**config.mk**
```make
export PLATFORM = sky130hd
export DESIGN_NAME = wb_cpu_bus_master
export DESIGN_NICKNAME = d
export VERILOG_FILES = /design/src/rtl/wb_cpu_bus_master.sv
export SDC_FILE = /design/constraint.sdc
export NUM_CORES = 1
export LEC_CHECK = 0
export CORE_UTILIZATION = 41
export DETAILED_ROUTE_END_ITERATION = 16
export GPL_TIMING_DRIVEN = 0
export PLACE_DENSITY_LB_ADDON = 0.08
export SKIP_LAST_GASP = 1
export SLEW_MARGIN = 20
export SYNTH_ARGS = -nofsm -noshare
export SYNTH_HDL_FRONTEND = slang
export SYNTH_SLANG_ARGS = --single-unit
```
**constraint.sdc**
```tcl
create_clock -name CLK_I -period 2.15 [get_ports CLK_I]
set_input_delay 0.215 -clock CLK_I [delete_from_list [all_inputs] [get_ports CLK_I]]
set_output_delay 0.215 -clock CLK_I [all_outputs]
set_load 0.01 [all_outputs]
```
**src/rtl/wb_cpu_bus_master.sv**
```systemverilog
// Wishbone B4 classic master for the CPU load/store unit: lane steering,
// read extension, alignment check, ERR_I and watchdog with error cause.
// Ports: CLK_I/RST_I; CPU side I_en/I_op/I_addr/I_data in and
// O_data/O_busy/O_done/O_err/O_err_cause out; Wishbone ACK_I/ERR_I/DAT_I in
// and registered ADR_O/DAT_O/SEL_O/CYC_O/STB_O/WE_O out.
module wb_cpu_bus_master #(
  parameter int ADDR_W         = 32,
  parameter int TIMEOUT_CYCLES = 255,
  parameter bit ALIGN_CHECK    = 1'b1
) (
  input  logic              CLK_I,
  input  logic              RST_I,
  input  logic              I_en,
  input  logic [3:0]        I_op,
  input  logic [ADDR_W-1:0] I_addr,
  input  logic [31:0]       I_data,
  output logic [31:0]       O_data,
  output logic              O_busy,
  output logic              O_done,
  output logic              O_err,
  output logic [1:0]        O_err_cause,
  input  logic              ACK_I,
  input  logic              ERR_I,
  input  logic [31:0]       DAT_I,
  output logic [ADDR_W-1:0] ADR_O,
  output logic [31:0]       DAT_O,
  output logic [3:0]        SEL_O,
  output logic              CYC_O,
  output logic              STB_O,
  output logic              WE_O
);

  // Bit 3 of the opcode marks a write.
  localparam logic [3:0] BUSOP_READB  = 4'h0;
  localparam logic [3:0] BUSOP_READBU = 4'h1;
  localparam logic [3:0] BUSOP_READH  = 4'h2;
  localparam logic [3:0] BUSOP_READHU = 4'h3;
  localparam logic [3:0] BUSOP_READW  = 4'h4;
  localparam logic [3:0] BUSOP_READT  = 4'h5;
  localparam logic [3:0] BUSOP_WRITEB = 4'h8;
  localparam logic [3:0] BUSOP_WRITEH = 4'hA;
  localparam logic [3:0] BUSOP_WRITEW = 4'hC;
  localparam logic [3:0] BUSOP_WRITET = 4'hD;

  localparam int CW = (TIMEOUT_CYCLES < 2) ? 1 : $clog2(TIMEOUT_CYCLES + 1);

  typedef enum logic [1:0] {
    S_IDLE,
    S_BUS,
    S_DONE
  } state_t;

  state_t            state_q, state_d;
  logic [CW-1:0]     cnt_q, cnt_d, cnt_nxt;
  logic [3:0]        op_q, op_d;
  logic [1:0]        lo_q, lo_d;
  logic [31:0]       data_q, data_d;
  logic              err_q, err_d;
  logic [1:0]        cause_q, cause_d;
  logic [ADDR_W-1:0] adr_q, adr_d;
  logic [31:0]       dat_q, dat_d;
  logic [3:0]        sel_q, sel_d;
  logic              cyc_q, cyc_d;
  logic              we_q, we_d;

  logic              is_b, is_h, is_t, is_w, misal, tmo;
  logic [3:0]        req_sel;
  logic [31:0]       req_dat;
  logic [7:0]        lane_b;
  logic [15:0]       lane_h;
  logic [31:0]       rdata;

  // Request decode and lane steering.
  always_comb begin
    is_b = 1'b0;
    is_h = 1'b0;
    is_t = 1'b0;
    case (I_op)
      BUSOP_READB, BUSOP_READBU, BUSOP_WRITEB: is_b = 1'b1;
      BUSOP_READH, BUSOP_READHU, BUSOP_WRITEH: is_h = 1'b1;
      BUSOP_READT, BUSOP_WRITET:               is_t = 1'b1;
      default: ;
    endcase
    is_w  = !is_b && !is_h && !is_t;
    misal = ALIGN_CHECK &&
            ((is_h && I_addr[0]) || (is_w && (I_addr[1:0] != 2'b00)));
    if (is_b) begin
      req_sel = 4'b0001 << I_addr[1:0];
      req_dat = {4{I_data[7:0]}};
    end else if (is_h) begin
      req_sel = 4'b0011 << {I_addr[1], 1'b0};
      req_dat = {2{I_data[15:0]}};
    end else if (is_t) begin
      req_sel = 4'b0101;
      req_dat = I_data;
    end else begin
      req_sel = 4'b1111;
      req_dat = I_data;
    end
  end

  // Read extraction from the latched op and low address bits.
  always_comb begin
    lane_b = DAT_I[{lo_q, 3'b000} +: 8];
    lane_h = DAT_I[{lo_q[1], 4'b0000} +: 16];
    case (op_q)
      BUSOP_READB:  rdata = {{24{lane_b[7]}}, lane_b};
      BUSOP_READBU: rdata = {24'b0, lane_b};
      BUSOP_READH:  rdata = {{16{lane_h[15]}}, lane_h};
      BUSOP_READHU: rdata = {16'b0, lane_h};
      BUSOP_READT:  rdata = {28'b0, DAT_I[3:0]};
      default:      rdata = DAT_I;
    endcase
  end

  assign cnt_nxt = cnt_q + 1'b1;
  assign tmo     = (TIMEOUT_CYCLES != 0) && (cnt_nxt == CW'(TIMEOUT_CYCLES));

  always_comb begin
    state_d = state_q;
    cnt_d   = cnt_q;
    op_d    = op_q;
    lo_d    = lo_q;
    data_d  = data_q;
    err_d   = err_q;
    cause_d = cause_q;
    adr_d   = adr_q;
    dat_d   = dat_q;
    sel_d   = sel_q;
    cyc_d   = cyc_q;
    we_d    = we_q;
    case (state_q)
      S_BUS: begin
        cnt_d = cnt_nxt;
        // ERR_I beats ACK_I beats the watchdog.
        if (ERR_I) begin
          err_d   = 1'b1;
          cause_d = 2'd1;
        end else if (ACK_I) begin
          if (!op_q[3]) data_d = rdata;
        end else if (tmo) begin
          err_d   = 1'b1;
          cause_d = 2'd2;
        end
        if (ERR_I || ACK_I || tmo) begin
          state_d = S_DONE;
          cyc_d   = 1'b0;
          we_d    = 1'b0;
        end
      end
      S_IDLE, S_DONE: begin
        state_d = S_IDLE;
        if (I_en) begin
          op_d    = I_op;
          lo_d    = I_addr[1:0];
          cnt_d   = '0;
          err_d   = 1'b0;
          cause_d = 2'd0;
          if (misal) begin
            state_d = S_DONE;
            err_d   = 1'b1;
            cause_d = 2'd3;
            data_d  = '0;
          end else begin
            state_d = S_BUS;
            cyc_d   = 1'b1;
            we_d    = I_op[3];
            adr_d   = {I_addr[ADDR_W-1:2], 2'b00};
            sel_d   = req_sel;
            dat_d   = req_dat;
          end
        end
      end
      default: state_d = S_IDLE;
    endcase
  end

  always_ff @(posedge CLK_I) begin
    if (RST_I) begin
      state_q <= S_IDLE;
      cnt_q   <= '0;
      op_q    <= '0;
      lo_q    <= '0;
      data_q  <= '0;
      err_q   <= 1'b0;
      cause_q <= '0;
      adr_q   <= '0;
      dat_q   <= '0;
      sel_q   <= '0;
      cyc_q   <= 1'b0;
      we_q    <= 1'b0;
    end else begin
      state_q <= state_d;
      cnt_q   <= cnt_d;
      op_q    <= op_d;
      lo_q    <= lo_d;
      data_q  <= data_d;
      err_q   <= err_d;
      cause_q <= cause_d;
      adr_q   <= adr_d;
      dat_q   <= dat_d;
      sel_q   <= sel_d;
      cyc_q   <= cyc_d;
      we_q    <= we_d;
    end
  end

  assign O_data      = data_q;
  assign O_busy      = (state_q == S_BUS);
  assign O_done      = (state_q == S_DONE);
  assign O_err       = err_q;
  assign O_err_cause = cause_q;
  assign ADR_O       = adr_q;
  assign DAT_O       = dat_q;
  assign SEL_O       = sel_q;
  assign CYC_O       = cyc_q;
  assign STB_O       = cyc_q;
  assign WE_O        = we_q;

endmodule

```
# After elaboration in Yosys (flattened, before gate mapping)
# Index checks and enable logic that the tools add are counted.
# word_totals
elab_cells	106
out_inout_bits	108
in_bits	105
reg_bits	119
# op_classes
reduce_logical	25
shifts	4
n_bitwise	1
n_mux	40
add_sub_neg	1
eq_ne	23
# ops
op	count
$mux W32	7
$pmux W32 S5	1
$pmux W32 S2	1
$shiftx A32 B6 Y16	1
$shiftx A32 B6 Y8	1
$eq A4 B2 Y1 const B	4
$mux W2	8
$pmux W8 S2	1
$mux W1	13
$eq A4 B4 Y1 const B	3
$mux W4	3
$ne A2 B2 Y1 const B	5
$add A8 B1 Y8 const B	1
$eq A4 B1 Y1 const B	2
$eq A4 B3 Y1 const B	2
$eq A8 B8 Y1 const B	1
$logic_not A4 Y1	2
$mux W8	1
$pmux W2 S2	2
$reduce_and A4 Y1	2
$pmux W1 S2	3
$reduce_and A6 Y1	1
$reduce_or A3 Y1	2
$logic_and A1 B1 Y1	4
other kinds (15)	23

# Logic depth before layout (Yosys ltp)
# depth
word_depth	11
ltp_mapped	8
ltp_nobuf	7

# Worst setup path before layout
# No wires, ideal clock.
# synth_path
kind	register to register
startpoint	register cnt_q[1]
endpoint	register cause_q[0], in the netlist O_err_cause[0]
path_buffers	1
setup_time_ps	123
stages_incl_launch_ff	8
path_slack_ps	317
arrival_time_ps	1710
required_ps	2027
synth_period_minus_slack_ps	1833
cell_sequence	dfxtp_1 -> ha_1 -> clkbuf_1 -> nand2_1 -> nor3_1 -> o21ai_1 -> o21ai_2 -> mux2_1
# synth_via
elab_chain_cells	4
# synth_lines
element	line_no	rtl
from (decl)	54	logic [CW-1:0] cnt_q, cnt_d, cnt_nxt;
from (signal assigned)	194	cnt_q <= cnt_d;
$add A8 B1 Y8	116	assign cnt_nxt = cnt_q + 1'b1;
$eq A8 B8 Y1	117	assign tmo = (TIMEOUT_CYCLES != 0) && (cnt_nxt == CW'(TIMEOUT_CYCLES));
$ne A3 B1 Y1 (no line)	--	
$reduce_and A4 Y1 (no line)	--	
to (signal assigned)	199	cause_q <= cause_d;
to (decl)	59	logic [1:0] cause_q, cause_d;
# Every way passes these cells.
# A chain may end at the register's enable or synchronous reset.

# Worst setup path in the final report
# layout_path
startpoint	register state_q[1]
endpoint	output port O_busy
# layout_via
elab_chain_cells	1
# layout_lines
element	line_no	rtl
from (decl)	53	state_t state_q, state_d;
from (signal assigned)	193	state_q <= state_d;
$eq A2 B1 Y1	209	assign O_busy = (state_q == S_BUS);
to (decl)	18	output logic O_busy,
# Every way passes these cells.

==> qor.yml <==
clock_tree:
  cts_tree: "built"
  clockBufferDepth: 2
  clk_pin_slew_ns: 0.05
  clkLatencyLatePin_ns: 0.42
  numCtsBuffers: 17
  cts_sinks: 119
  htreeDepth: 4
  cts-root-buf: "clkbuf_16"
  hold_buffers: 0
die:
  num_rows: 41
  start_util_pct: 42.1
  die_w_um: 116
  ioPinCount: 213
  die_y_um: 116
  dieArea_sq_um: 13500
  coreArea_sq_um: 12700
yosys:
  synth_top_family_by_area: "compound AO/OA/AOI/OAI gates"
  avgSynthCellArea_sq_um: 8.68
  yosys.area.top_type: "dfxtp_1"
  ys_ff_latch: 119
  synth-edff-count: 0
  synth-simple-area-share_pct: 17.7
  synth.most_common_cell: "nand2_1"
  ys_top_cells_by_area: "dfxtp_1 45%, nand2_1 8.5%, mux2i_1 7.1%, a21oi_1 6.3%, o2bb2ai_1 4.6%"
  synth-xor-area-share_pct: 0.164
  synth_compound_area_share_pct: 23.6
  syn_inst: 615
  synthMuxAreaShare_pct: 7.76
  synth_cell_types: 59
  ys.flop_type: "dfxtp_1"
  syn-cell-area_sq_um: 5340
  yosysTopAreaCellShare_pct: 44.6
  ys_seq_area_share_pct: 44.6
  ys_top_cells_by_count: "121 x nand2_1, 119 x dfxtp_1, 67 x a21oi_1, 52 x nor2_1, 38 x mux2i_1"
  ys_async_sr_fraction_pct: 0
  synth_fa_ha_area_share_pct: 0.469
  ys_warn_count: 0
critical_path:
  worst_setup_path_end_kind: "output pin"
  critPathSlowestCell: "dfxtp_1"
  reg2reg_from: "lo_q[1]$_SDFFE_PP0P_"
  reg2reg_slack_ns: 0.25
  cp_top_family: "buffers and inverters"
  slowest_delay_ns: 0.31
  cp_max_fo: 10
  crit_buf_inv: 4
  worstSetupPathType: "register to output pin"
  crit_arrival_ns: 1.70
  cp.required_ns: 1.93
  cp-start-kind: "register"
  r2r-end: "O_data[28]$_SDFFE_PP0P_"
  path_cells: "nand2b_1 -> buf_2 -> inv_1 -> buf_4 -> dlygate4sd2_1"
  r2r_cells: 7
route:
  drc: 0
  drt_wl_total_um: 17100
  first_pass_iters: 5
  via_count: 5381
  wl_per_cell_um: 16.7
  viasPerCell: 5.24
  first_iter_violations: 302
  drtAntennaViolNets: 0
flow_run:
  cap_violations: 0
layout:
  drive_above_1_share_pct: 9.71
  nets: 949
  syn_to_final_growth_pct: 55.0
  multi_input_area_sq_um: 2660
  register_area_sq_um: 2380
  fill_cells: 1099
  antenna_cells: 0
power:
  share_comb_of_total_power_pct: 17.6
  power.density_nw_per_um2: 802
  ir_worst_vdd_mv: 0.480
  p_sw_share_pct: 25.2
  p_leak_nw: 3.12
  total_power_w: 0.00663
  power_switching_w: 0.00167
  clockPowerShare_pct: 46.2
  p_int_w: 0.00496
  seq_power_share_pct: 36.2
placed_design:
  gp_congestion: 0.824
  port-buffer-count: 208
  place_hpwl_um: 13000
run_status:
  outcome: "complete, no violations"
sta:
  maxSlewViolCount: 0
  worst_pin_slew_ns: 0.580
  timing.final.crit_share_pct: 89.0
  setup_viol: 0
  fin_crit_ns: 1.91
  fin_setup_tns_ns: 0
  finClkSkew_ns: 0.00448
  fmax_mhz: 523
  max_slew_margin_pct: 61.3
  hold_slack_ns: 0.108
  hold_viol: 0
  rsz0062_at_grt: "false"
global_route:
  grt_usage_pct: 26.2
  antenna_found_initial: 0
  grt_pass1_vias: 5224
  overflow: 0
  grt_max_degree: 17
  grt_pass1_wl_um: 26800
hold_path:
  hp-start: "I_op[2]"
  hp-class: "input pin to register"
  whs_path_depth: 3
  worstHoldEndpoint: "op_q[2]$_SDFFE_PP0P_"
[power by group through the flow]
stage,clock [W],sequential [W],combinational [W]
after floorplan,0,0.00249,0.000509
after global placement,0,0.00244,0.00114
after detailed placement,0,0.00245,0.00116
after CTS,0.00309,0.00240,0.00116
after global routing,0.00321,0.00242,0.00126
final,0.00306,0.00240,0.00116
[through the flow]
stage	setup slack [ns]	instance area [sq um]	utilization [%]	instances
4_1_cts	0.0131	8280	65.3	1028
6_report	0.237	8270	65.3	1027
3_3_place_gp	0.0367	7640	60.3	996
3_5_place_dp	0.00706	7640	60.3	996
5_1_grt	0.0392	8270	65.3	1027
2_1_floorplan	0.317	5340	-	616
[sequential cells by signal, summed over array words and instances (netlist names)]
name         count
lo_q             2
op_q             4
WE_O             1
SEL_O            4
cnt_q            8
O_err_cause      2
O_data          32
state_q          2
ADR_O           30
O_err            1
CYC_O            1
DAT_O           32
[layout by cell type (no fill, tap or decap), drive strengths merged, types with 11 or more instances in the layout]
cell type      synthesis  layout
nand2                121     121
a21oi                 68      68
nor2                  53      53
a211oi                23      23
clkbuf                17      33
o21ai                 11      11
o2bb2ai               28      28
clkdlybuf4s50          0     207
buf                   35      35
dfxtp                119     119
mux2i                 38      38
[worst register-to-register path, stage by stage, from the launching register on]
cell	delay [ns]
dfxtp_1	0.34
buf_6	0.13
mux4_2	0.51
nor2_2	0.14
a211oi_2	0.09
o21ai_4	0.29
buf_6	0.19
o2bb2ai_1	0.10
[cell type report]
class	count	share of cell area [%]
Tap cell	172	2.60
Clock buffer	17	5.14
Multi-Input combinational cell	438	32.2
Inverter	7	0.318
Timing Repair Buffer	208	25.1
Buffer	51	3.30
Clock inverter	15	2.53
Sequential cell	119	28.8
[how the worst max path moves through the flow]
stage	start	endpoint	slack, ns	cells past startpoint
after floorplan	cnt_q[1]$_SDFFE_PP0P_	O_err_cause[0]$_SDFFE_PP0P_	0.32	7
after global placement	I_en	DAT_O[18]$_SDFFE_PP0P_	0.04	7
after detailed placement	I_en	DAT_O[22]$_SDFFE_PP0P_	0.007	7
after CTS	cnt_q[1]$_SDFFE_PP0P_	WE_O$_SDFFE_PP0P_	0.01	7
after global routing	cnt_q[1]$_SDFFE_PP0P_	state_q[0]$_SDFFE_PP0P_	0.04	6
final	state_q[1]$_SDFFE_PP0P_	O_busy	0.24	5
[kinds of logic (layout without fill, tap and decap cells)]
family | Yosys count | in the layout
AOI/OAI and AO/OA | 178 | 178
xor gates and xnor gates | 1 | 1
adders and majority gates | 2 | 2
buffers and inverters | 59 | 298
DFF | 119 | 119
muxes | 40 | 40
other | 1 | 2
and+or+nand+nor | 215 | 215
[routing by layer]
metal / up-vias / part of all wire (%) / track usage, %
li1: 2630 / - / -
met1: 2534 / 42 / 31.6
met2: 195 / 49 / 43.5
met3: 22 / 7.7 / 7.52
met4: 0 / 1.4 / 11.2
met5: - / 0 / 0
[repair_timing]
item | 4_1_cts | 5_1_grt
gates cloned | 0 | 0
resized for setup | 3 | 1
endpoints found under the setup margin | 1 | 6
buffers inserted | 0 | 0
(Power assumes the default switching activity.)
